File: config.mk
export PLATFORM = sky130hd
export DESIGN_NAME = i2c_target
export DESIGN_NICKNAME = d
export VERILOG_FILES = /design/src/rtl/i2c_target.sv
export SDC_FILE = /design/constraint.sdc
export NUM_CORES = 1
export LEC_CHECK = 0
export CORE_MARGIN = 10
export CORE_UTILIZATION = 40
export CTS_BUF_LIST = sky130_fd_sc_hd__clkbuf_2
export CTS_CLUSTER_SIZE = 24
export DETAILED_ROUTE_END_ITERATION = 10
export REMOVE_ABC_BUFFERS = 1
export SETUP_SLACK_MARGIN = 0.05
export SLEW_MARGIN = 0
export SYNTH_ARGS = -nofsm -noshare
export SYNTH_HDL_FRONTEND = slang
export SYNTH_SLANG_ARGS = --single-unit
File: constraint.sdc
create_clock -name clk -period 4.9 [get_ports clk]
set_input_delay 0.98 -clock clk [delete_from_list [all_inputs] [get_ports clk]]
set_output_delay 0.98 -clock clk [all_outputs]
set_load 0.02 [all_outputs]
File: src/rtl/i2c_target.sv
// rtl/i2c_target.sv - I2C target front-end for the TCPC register block
//
// Answers the bus master at a fixed 7-bit address. It keeps an 8-bit register
// pointer and turns written bytes into one-cycle register write strobes. Register
// reads are shifted back out on SDA, and the pointer auto-increments.
//
// Ports:
//   clk        system clock, all logic on the rising edge
//   reset      synchronous active-high reset
//   enb        block enable; low forces IDLE and releases the bus
//   scl        bus clock from the master (asynchronous)
//   sda_in     SDA as seen on the pin (asynchronous)
//   sda_oe     1 = pull SDA low (open-drain)
//   reg_addr   register address for the current strobe
//   reg_wdata  write data, valid with reg_wr
//   reg_wr     one-cycle write strobe
//   reg_rd     one-cycle read strobe
//   reg_rdata  read data, valid the cycle after reg_rd
//   busy       high while addressed, from START to STOP
module i2c_target #(
  parameter logic [6:0] DEV_ADDR = 7'h60
) (
  input  logic       clk,
  input  logic       reset,
  input  logic       enb,
  input  logic       scl,
  input  logic       sda_in,
  output logic       sda_oe,
  output logic [7:0] reg_addr,
  output logic [7:0] reg_wdata,
  output logic       reg_wr,
  output logic       reg_rd,
  input  logic [7:0] reg_rdata,
  output logic       busy
);

  typedef enum logic [2:0] {
    S_IDLE,
    S_ADDR,
    S_PTR,
    S_WDATA,
    S_RDATA,
    S_WAIT_STOP
  } state_t;

  state_t     state;
  state_t     state_next;
  logic       scl_s1, scl_s2, scl_d;
  logic       sda_s1, sda_s2, sda_d;
  logic [7:0] shreg;
  logic [7:0] ptr;
  logic [3:0] bit_cnt;
  logic       ack_phase;  // target-driven ACK slot, or master-ACK slot before next read byte
  logic       rd_load;    // reg_rdata is valid this cycle, load it into shreg

  logic scl_rise, scl_fall, start_det, stop_det, rx_state, byte_done, addr_match;

  always_ff @(posedge clk) begin
    if (reset) begin
      scl_s1 <= 1'b1;
      scl_s2 <= 1'b1;
      scl_d  <= 1'b1;
      sda_s1 <= 1'b1;
      sda_s2 <= 1'b1;
      sda_d  <= 1'b1;
    end else begin
      scl_s1 <= scl;
      scl_s2 <= scl_s1;
      scl_d  <= scl_s2;
      sda_s1 <= sda_in;
      sda_s2 <= sda_s1;
      sda_d  <= sda_s2;
    end
  end

  assign scl_rise   = scl_s2 & ~scl_d;
  assign scl_fall   = ~scl_s2 & scl_d;
  assign start_det  = scl_s2 & scl_d & sda_d & ~sda_s2;
  assign stop_det   = scl_s2 & scl_d & ~sda_d & sda_s2;
  assign rx_state   = (state == S_ADDR) || (state == S_PTR) || (state == S_WDATA);
  // Eighth bit was sampled and its SCL low phase has begun: time to ACK.
  assign byte_done  = rx_state && scl_fall && !ack_phase && (bit_cnt == 4'd8);
  assign addr_match = (shreg[7:1] == DEV_ADDR);

  // State register
  always_ff @(posedge clk) begin
    if (reset) state <= S_IDLE;
    else       state <= state_next;
  end

  // Next-state logic
  always_comb begin
    state_next = state;
    if (!enb) begin
      state_next = S_IDLE;
    end else if (start_det) begin
      state_next = S_ADDR;
    end else if (stop_det) begin
      state_next = S_IDLE;
    end else begin
      case (state)
        S_ADDR: begin
          if (byte_done) begin
            if (!addr_match)   state_next = S_WAIT_STOP;
            else if (shreg[0]) state_next = S_RDATA;
            else               state_next = S_PTR;
          end
        end
        S_PTR: begin
          if (byte_done) state_next = S_WDATA;
        end
        S_RDATA: begin
          // Master NACK after a read byte ends the read.
          if (scl_rise && !ack_phase && (bit_cnt == 4'd9) && sda_s2) state_next = S_WAIT_STOP;
        end
        default: ;
      endcase
    end
  end

  // Output logic
  always_comb begin
    busy = 1'b0;
    case (state)
      S_ADDR, S_PTR, S_WDATA, S_RDATA: busy = 1'b1;
      default: ;
    endcase
  end

  // Datapath: shift register, bit counter, pointer, SDA drive and strobes
  always_ff @(posedge clk) begin
    if (reset) begin
      sda_oe    <= 1'b0;
      reg_addr  <= 8'h00;
      reg_wdata <= 8'h00;
      reg_wr    <= 1'b0;
      reg_rd    <= 1'b0;
      shreg     <= 8'h00;
      ptr       <= 8'h00;
      bit_cnt   <= 4'd0;
      ack_phase <= 1'b0;
      rd_load   <= 1'b0;
    end else begin
      reg_wr  <= 1'b0;
      reg_rd  <= 1'b0;
      rd_load <= reg_rd;
      if (!enb || start_det || stop_det) begin
        // Bus condition or disable: drop the partial byte and release at once.
        sda_oe    <= 1'b0;
        bit_cnt   <= 4'd0;
        ack_phase <= 1'b0;
        rd_load   <= 1'b0;
      end else begin
        if (rd_load) shreg <= reg_rdata;
        if (scl_fall && ack_phase) begin
          // End of an ACK slot: release, or present bit 7 of the next read byte.
          ack_phase <= 1'b0;
          bit_cnt   <= 4'd0;
          sda_oe    <= (state == S_RDATA) ? ~shreg[7] : 1'b0;
        end else begin
          case (state)
            S_ADDR, S_PTR, S_WDATA: begin
              if (scl_rise && !ack_phase && (bit_cnt < 4'd8)) begin
                shreg   <= {shreg[6:0], sda_s2};
                bit_cnt <= bit_cnt + 4'd1;
              end else if (byte_done) begin
                if (state == S_ADDR) begin
                  if (addr_match) begin
                    sda_oe    <= 1'b1;
                    ack_phase <= 1'b1;
                    if (shreg[0]) begin
                      reg_rd   <= 1'b1;
                      reg_addr <= ptr;
                    end
                  end
                end else begin
                  sda_oe    <= 1'b1;
                  ack_phase <= 1'b1;
                  if (state == S_PTR) begin
                    ptr <= shreg;
                  end else begin
                    reg_wr    <= 1'b1;
                    reg_addr  <= ptr;
                    reg_wdata <= shreg;
                    ptr       <= ptr + 8'd1;
                  end
                end
              end
            end
            S_RDATA: begin
              // bit_cnt counts SCL rises of the byte; 9 marks the master ACK slot.
              if (!ack_phase) begin
                if (scl_rise) begin
                  if (bit_cnt < 4'd8) begin
                    bit_cnt <= bit_cnt + 4'd1;
                  end else if ((bit_cnt == 4'd9) && !sda_s2) begin
                    reg_rd    <= 1'b1;
                    reg_addr  <= ptr + 8'd1;
                    ptr       <= ptr + 8'd1;
                    ack_phase <= 1'b1;
                  end
                end else if (scl_fall) begin
                  if (bit_cnt == 4'd8) begin
                    sda_oe  <= 1'b0;
                    bit_cnt <= 4'd9;
                  end else if (bit_cnt < 4'd8) begin
                    shreg  <= {shreg[6:0], 1'b0};
                    sda_oe <= ~shreg[6];
                  end
                end
              end
            end
            default: ;
          endcase
        end
      end
    end
  end

endmodule
; ---- After elaboration in Yosys (flattened, before gate mapping)
; Cells that the tools add are included.
[word_totals]
ff_bits = 50
wordCells = 177
[classes]
add_sub_neg = 2
magnitude_cmp = 1
n_eq_ne = 34
n_mux = 66
bitwise_logic = 21
n_reduce_logical = 35
[op_table]
columns = operator, count
row1 = $mux 8, 22
row2 = $pmux 8 s2, 3
row3 = $ne 3x3->1 const B, 9
row4 = $mux 1, 25
row5 = $mux 4, 6
row6 = $ne 2x2->1 const B, 10
row7 = $ne 4x4->1 const B, 4
row8 = $mux 3, 5
row9 = $not 1->1, 14
row10 = $reduce_and 12->1, 1
row11 = $reduce_and 4->1, 3
row12 = $reduce_and 10->1, 1
row13 = $logic_and 1x1->1, 9
row14 = $pmux 3 s3, 1
row15 = $add 8x1->8 const B, 1
row16 = $eq 4x4->1 const B, 2
row17 = $pmux 4 s2, 1
row18 = $reduce_and 8->1, 1
row19 = $reduce_or 4->1, 2
row20 = $and 1x1->1, 7
row21 = $eq 7x7->1 const B, 1
row22 = $reduce_and 7->1, 1
row23 = $reduce_or 7->1, 1
row24 = $eq 3x2->1 const B, 2
row25 = 16 further kinds, 27

; ---- Longest topological paths before layout
; Gate-level depths: netlist of the first run.
[logic_depth]
ltp_word = 10
ltp_mapped = 9
mapped_depth_nobuf = 7

; ---- Worst setup path before layout of the first run
; No wires, ideal clock.
[synth_timing]
path_type = input to register
startpoint = in enb
endpoint = reg reg_addr[0]
setup_ns = 0.077
arrival_time_ns = 2.195
t_required_ns = 4.823
setup_slack_ns = 2.628
cell_stages = 4
path_buffers = 0
path_cell_list = o211ai_2 -> or4_1 -> or3_1 -> a41oi_2
[synth_via]
elab_chain_cells = 5
[synth_lines]
columns = element, line
row1 = from (decl), 25  ; input logic enb,
row2 = $logic_not 1->1, 147  ; if (!enb || start_det || stop_det) begin
row3 = $logic_or 1x1->1 (2 in series), 147
row4 = $not 1->1 (no source line), --
row5 = $reduce_and 12->1 (no source line), --
row6 = to (signal assigned), 173  ; reg_addr <= ptr;
row7 = to (signal assigned), 183  ; reg_addr <= ptr;
row8 = to (signal assigned), 198  ; reg_addr <= ptr + 8'd1;
row9 = to (decl), 29  ; output logic [7:0] reg_addr,
; Every way passes these cells.
; A chain may end at the register's enable or synchronous reset.

; ---- Worst setup path after layout of the first run
[layout_timing]
startpoint = reg state[0]
endpoint = out busy
[layout_via]
elab_chain_cells = 3
elab_cells_between_ends = 6
classes_between = 4 x eq/ne / 1 x mux / 1 x reduce/logical
[layout_lines]
columns = element, line
row1 = from (decl), 46  ; state_t state;
row2 = from (signal assigned), 88  ; else state <= state_next;
row3 = $eq 3x1->1 (tied with other cells), 124  ; case (state)
row4 = $reduce_or 4->1 *, 124
row5 = $mux 1 *, 124
row6 = to (decl), 34  ; output logic busy
; Mark *: on every way between the ends. The rest lies on a longest branch, timed or not.

==> results.toml, run 1 <==
[run_status]
status = "complete, no violations"

[floorplanning]
die_area_um2 = 10800
die_h_um = 104
die_x_um = 104
core_area_um2 = 6790
rows = 30
initial_utilization_pct = 41.3
ios = 33

[clocking]
clk_path_buf_depth = 2
cts_tree = "yes"
numClockSinks = 50
post_cts_buffers = 0
cts.repair.resized = 0
hold_buffers = 0
clkTransAtPathRegs_ps = 240
clockRootBuffer = "clkbuf_2"
htree_levels = 2
cts_made_buffers = 5
clkLatencyLatePin_ps = 430

[routing]
wl_per_cell_um = 15.7
vias_per_cell = 5.63
wl_um = 7060
vias = 2528
drtIter0Drc = 180
drc = 0
drt-pass1-iter-count = 4
antenna_left = 0

[cells_and_area]
drive_gt1_share_pct = 8.22
fillers = 689
final_cells = 449
antennaDiodeCount = 0
utilization_pct = 47.3
fin_nets = 372
area_growth_pct = 14.6

[placed_design]
placedCellCount = 441
port_buffers = 32
place_ws_ps = 1680
hpwl_um = 4920
globalplace.congestion = 0.830

[sta]
rsz0062_at_grt = "no"
max_freq_ghz = 0.330
skew_ps = 25.0
min_period_ps = 3030
layout_setup_ws_ps = 1870
maxSlewHeadroom_pct = 25.5
setup_tns_ps = 0
worstMarginPinSlew_ps = 1110
timing.final.max_slew_violations = 0
setup_violations = 0
finalCritPeriodShare_pct = 61.9
hold_viol_final = 0

[power_and_ir_drop]
vdd_drop_max_mv = 0.0978
power_uw = 635
power.density_nw_per_um2 = 198
p_leak_uw = 0.00109

[synthesis]
synth_edf_count = 0
synth_cells = 334
async_reset_ff_share_pct = 0
ys_ff_latch = 50
synth-main-ff-cell = "dfxtp_1"
syn_area_um2 = 2800
ys_types = 65
syn_avg_cell_area_um2 = 8.39
yosysWarnings = 0
synth.yosys.seq_area_share_pct = 35.7

[global_routing]
grt_pass1_vias = 2328
grt_pass1_wl_um = 11800
antenna_found_initial = 0
grt_max_degree = 30
grt_overflow = 0
globalRouteTotalUtil_pct = 12.7

[setup_path]
path_class = "register to primary output"
critPathMaxFanout = 15
start_kind = "register"
critPathRequiredTime_ps = 3920
critPathCaptureType = "primary output"
r2r_slack_ps = 2200
cp_data_arrival_time_ps = 2050

[flow_run]
cap_violations = 0

[min_path]
min_path_type = "register to register"
-- cells by family after synthesis --
family,after synthesis,share of synthesized area [%]
mux,19,6.79
flops,50,35.7
compound gates,95,23.5
simple gates,118,22.5
fa+ha+maj,7,3.12
buf+inv,36,5.27
xor+xnor,9,3.08
-- worst max-delay path, stage by stage (launching register included) --
cell             delay [ps]
dfxtp_1                 730
nor2_1                  110
xnor2_1                 170
clkdlybuf4s50_1         630
-- power by group --
| part | switching [uW] | total [uW] | internal (uW) |
|---|---|---|---|
| clock network | 135 | 173 | 38.0 |
| registers | 4.35 | 416 | 411 |
| logic | 26.8 | 46.7 | 19.9 |
-- Yosys cell counts, drive strengths merged (5+ instances only) --
master,count,area (um2)
nand2b,5,31.3
o211ai,11,87.6
nor4,5,37.5
nand2,28,105
xnor2,6,60.1
buf,10,48.8
dfxtp,50,1000
inv,12,45.0
ha,7,87.6
nor3,6,35.0
o21ai,21,105
nand3,7,35.0
a21oi,24,120
mux2i,19,190
clkbuf,14,53.8
a311oi,7,61.3
o31ai,5,42.5
nor2,30,113
or2,7,43.8
-- stage by stage --
| stage | hold slack [ps] | area, um2 |
|---|---|---|
| after floorplan | 389 | 2700 |
| after global placement | 391 | 3170 |
| after detailed placement | 394 | 3170 |
| after CTS | 446 | 3210 |
| after global routing | 467 | 3210 |
| final | 442 | 3210 |
-- state kept, by name, summed over array words and instances (netlist names), 3 cells and up --
register	flops
reg_addr	8
bit_cnt	4
ptr	8
state	3
shreg	8
reg_wdata	8
-- worst paths after layout --
kind,start,to,depth (start not counted)
setup / recovery,state[0]$_SDFFE_PP0P_,busy,3
hold reg to reg,scl_s1$_SDFF_PP1_,scl_s2$_SDFF_PP1_,1
hold / removal,scl_s1$_SDFF_PP1_,scl_s2$_SDFF_PP1_,1
setup reg to reg,scl_s2$_SDFF_PP1_,reg_addr[4]$_SDFFE_PP0P_,7
-- layout by cell type (no fill, tap or decap), types with 3 or more instances in the layout --
cell type | synthesis | layout
o21ai_0 | 19 | 19
clkbuf_2 | 1 | 6
or3_1 | 3 | 3
and2_1 | 3 | 3
a311oi_1 | 7 | 7
ha_1 | 7 | 7
nand2b_1 | 5 | 5
clkdlybuf4s50_1 | 0 | 32
o31ai_1 | 4 | 4
or2_2 | 5 | 5
mux2i_1 | 19 | 19
a21oi_1 | 24 | 24
nand3_1 | 7 | 7
o211ai_1 | 10 | 10
xor2_1 | 3 | 3
nor2b_1 | 3 | 3
inv_1 | 12 | 12
xnor2_1 | 5 | 5
nor2_1 | 30 | 30
nor3_1 | 5 | 5
dfxtp_1 | 50 | 50
nor4_1 | 4 | 4
nand4_1 | 4 | 4
buf_4 | 0 | 3
nand2_1 | 28 | 28
a31oi_1 | 4 | 4
-- layout make-up --
type / instances / area [um2] / share of cell area (%)
Clock buffer: 6 / 30.0 / 0.935
Clock inverter: 2 / 12.5 / 0.390
Inverter: 12 / 45.0 / 1.40
Multi-Input combinational cell: 248 / 1660 / 51.7
Sequential cell: 50 / 1000 / 31.2
Tap cell: 96 / 120 / 3.74
Timing Repair Buffer: 35 / 343 / 10.7
-- metal layers --
layer / global-route usage, % / share of wire, % / up-vias
met5: 0 / 0 / -
met4: 4.37 / 0.95 / 0
met3: 3.66 / 6.7 / 5
met2: 19.2 / 44 / 76
met1: 16.8 / 48 / 1192
li1: - / - / 1255
Power figures use the tool's default switching activity.
==> inputs of run 2 (changes only) <==
clock period = 2.9 ns   (was 4.9 ns; I/O delays follow)
==> run 2 against run 1 <==
  * Worst setup slack lost 1500 ps
  * Final cell count is 1.1% higher
  * Register-to-register slack lost 1700 ps
  * Largest power group unchanged
  * Die area is the same
  * Highest routed layer unchanged
  * Utilization is 0.72 points higher
  * Clock skew up 4.5 ps
  * Non-clock buffer count up 5
  * Hold slack worse by 1.8 ps
  * Sequential power grew 69%
==> results.toml, run 2 (synthesized netlist as in run 1, its figures left out) <==
[floorplanning]
die_x_um = 104
rows = 30
ios = 33
die_h_um = 104
die_area_um2 = 10800
initial_utilization_pct = 41.3
core_area_um2 = 6790

[routing]
drt-pass1-iter-count = 4
vias = 2499
drc = 0
antenna_left = 0
wl_um = 6940
wl_met1_um = 3380
route.met2.wl_um = 3000
wl_met3_um = 399
wl_per_cell_um = 15.3
vias_per_cell = 5.50
drtIter0Drc = 153
highest_layer = "met4"

[sta]
worstMarginPinSlew_ps = 1020
hold_viol_final = 0
max_freq_ghz = 0.389
setup_tns_ps = 0
maxSlewHeadroom_pct = 31.9
setup_violations = 0
rsz0062_at_grt = "no"
min_period_ps = 2570
timing.final.max_slew_violations = 0
skew_ps = 29.5
finalCritPeriodShare_pct = 88.7

[setup_path]
cp_data_arrival_time_ps = 1990
worstSetupEndpoint = "busy"
crit_start = "state[1]$_SDFFE_PP0P_"
critPathCaptureType = "primary output"
critPathMaxFanout = 14
r2r_slack_ps = 460
r2r.worst_path.cells = 6
path_class = "register to primary output"
critPathRequiredTime_ps = 2320
r2r_start = "state[2]$_SDFFE_PP0P_"
start_kind = "register"
reg2reg_to = "ptr[7]$_SDFFE_PP0P_"

[power_and_ir_drop]
p_leak_uw = 0.00112
vdd_drop_max_mv = 0.236
power.density_nw_per_um2 = 331

[global_routing]
grt_max_degree = 47
grt_pass1_vias = 2277
antenna_found_initial = 1
grt_pass1_wl_um = 11200
globalRouteTotalUtil_pct = 12.2
grt_overflow = 0

[min_path]
min_path_type = "register to register"

[clocking]
cts_tree = "yes"
clockRootBuffer = "clkbuf_2"
post_cts_buffers = 0
htree_levels = 2
hold_buffers = 0
clkTransAtPathRegs_ps = 260
cts.repair.resized = 0
clkLatencyLatePin_ps = 440
cts_made_buffers = 5
clk_path_buf_depth = 2
numClockSinks = 50

[placed_design]
hpwl_um = 4920
port_buffers = 32
globalplace.congestion = 0.869
placedCellCount = 446

[cells_and_area]
final_cells = 454
fin_nets = 377
layout_commonest_cell = "dfxtp_1"
most-common-layout-cells = "dfxtp_1, clkdlybuf4s50_1, nor2_1, nand2_1, a21oi_1"
area_growth_pct = 16.3
drive_gt1_share_pct = 9.52

[flow_run]
cap_violations = 0

[run_status]
status = "complete, no violations"
==> run 2: cell types whose count changed in the layout (fill, tap and decap cells not counted), sizes merged <==
cell,previous run,this run
clkbuf,6,5
diode,0,1
buf,3,8
==> run 2: final cells by class <==
class                           instances  area (um2)
Fill cell                             680        3530
Tap cell                               96         120
Timing Repair Buffer                   40         393
Sequential cell                        50        1000
Antenna cell                            1        2.50
Inverter                               12        45.0
Clock inverter                          2        13.8
Multi-Input combinational cell        248        1660
Clock buffer                            5        25.0
==> run 2: layer usage <==
metal  track usage [%]  up-vias
met5                 0        -
met4              5.17        0
li1                  -     1264
met2              18.1       66
met3              3.22       13
met1              16.3     1156
==> run 2: power by group <==
group	internal [uW]	total (uW)	switching [uW]
registers	695	701	6.13
logic	37.6	85.2	47.7
clock network	57.3	292	234
==> run 2: critical path, cell delays in order (launching register included) <==
cell             delay (ps)
dfxtp_1                 660
nor2_1                  110
xnor2_1                 150
clkdlybuf4s50_1         630
==> run 2: worst min path at each step <==
stage                      startpoint                end  depth (start not counted)
finish              sda_s1$_SDFF_PP1_  sda_s2$_SDFF_PP1_                          1
global route        scl_s1$_SDFF_PP1_  scl_s2$_SDFF_PP1_                          1
CTS                 sda_s1$_SDFF_PP1_  sda_s2$_SDFF_PP1_                          1
detailed placement  sda_s1$_SDFF_PP1_  sda_s2$_SDFF_PP1_                          1
global placement    scl_s1$_SDFF_PP1_  scl_s2$_SDFF_PP1_                          1
floorplan           scl_s1$_SDFF_PP1_  scl_s2$_SDFF_PP1_                          1
==> run 2: stage by stage <==
step                power [uW]  setup WS [ps]  instance area [um2]  util (%)  hold slack (ps)
floorplan                  749           58.6                 2700         -              389
detailed placement         798            346                 3220      47.4              395
global placement           797            381                 3220      47.4              392
finish                    1080            329                 3260      48.0              440
CTS                       1090            290                 3260      47.9              446
global route              1120            134                 3260      48.0              458
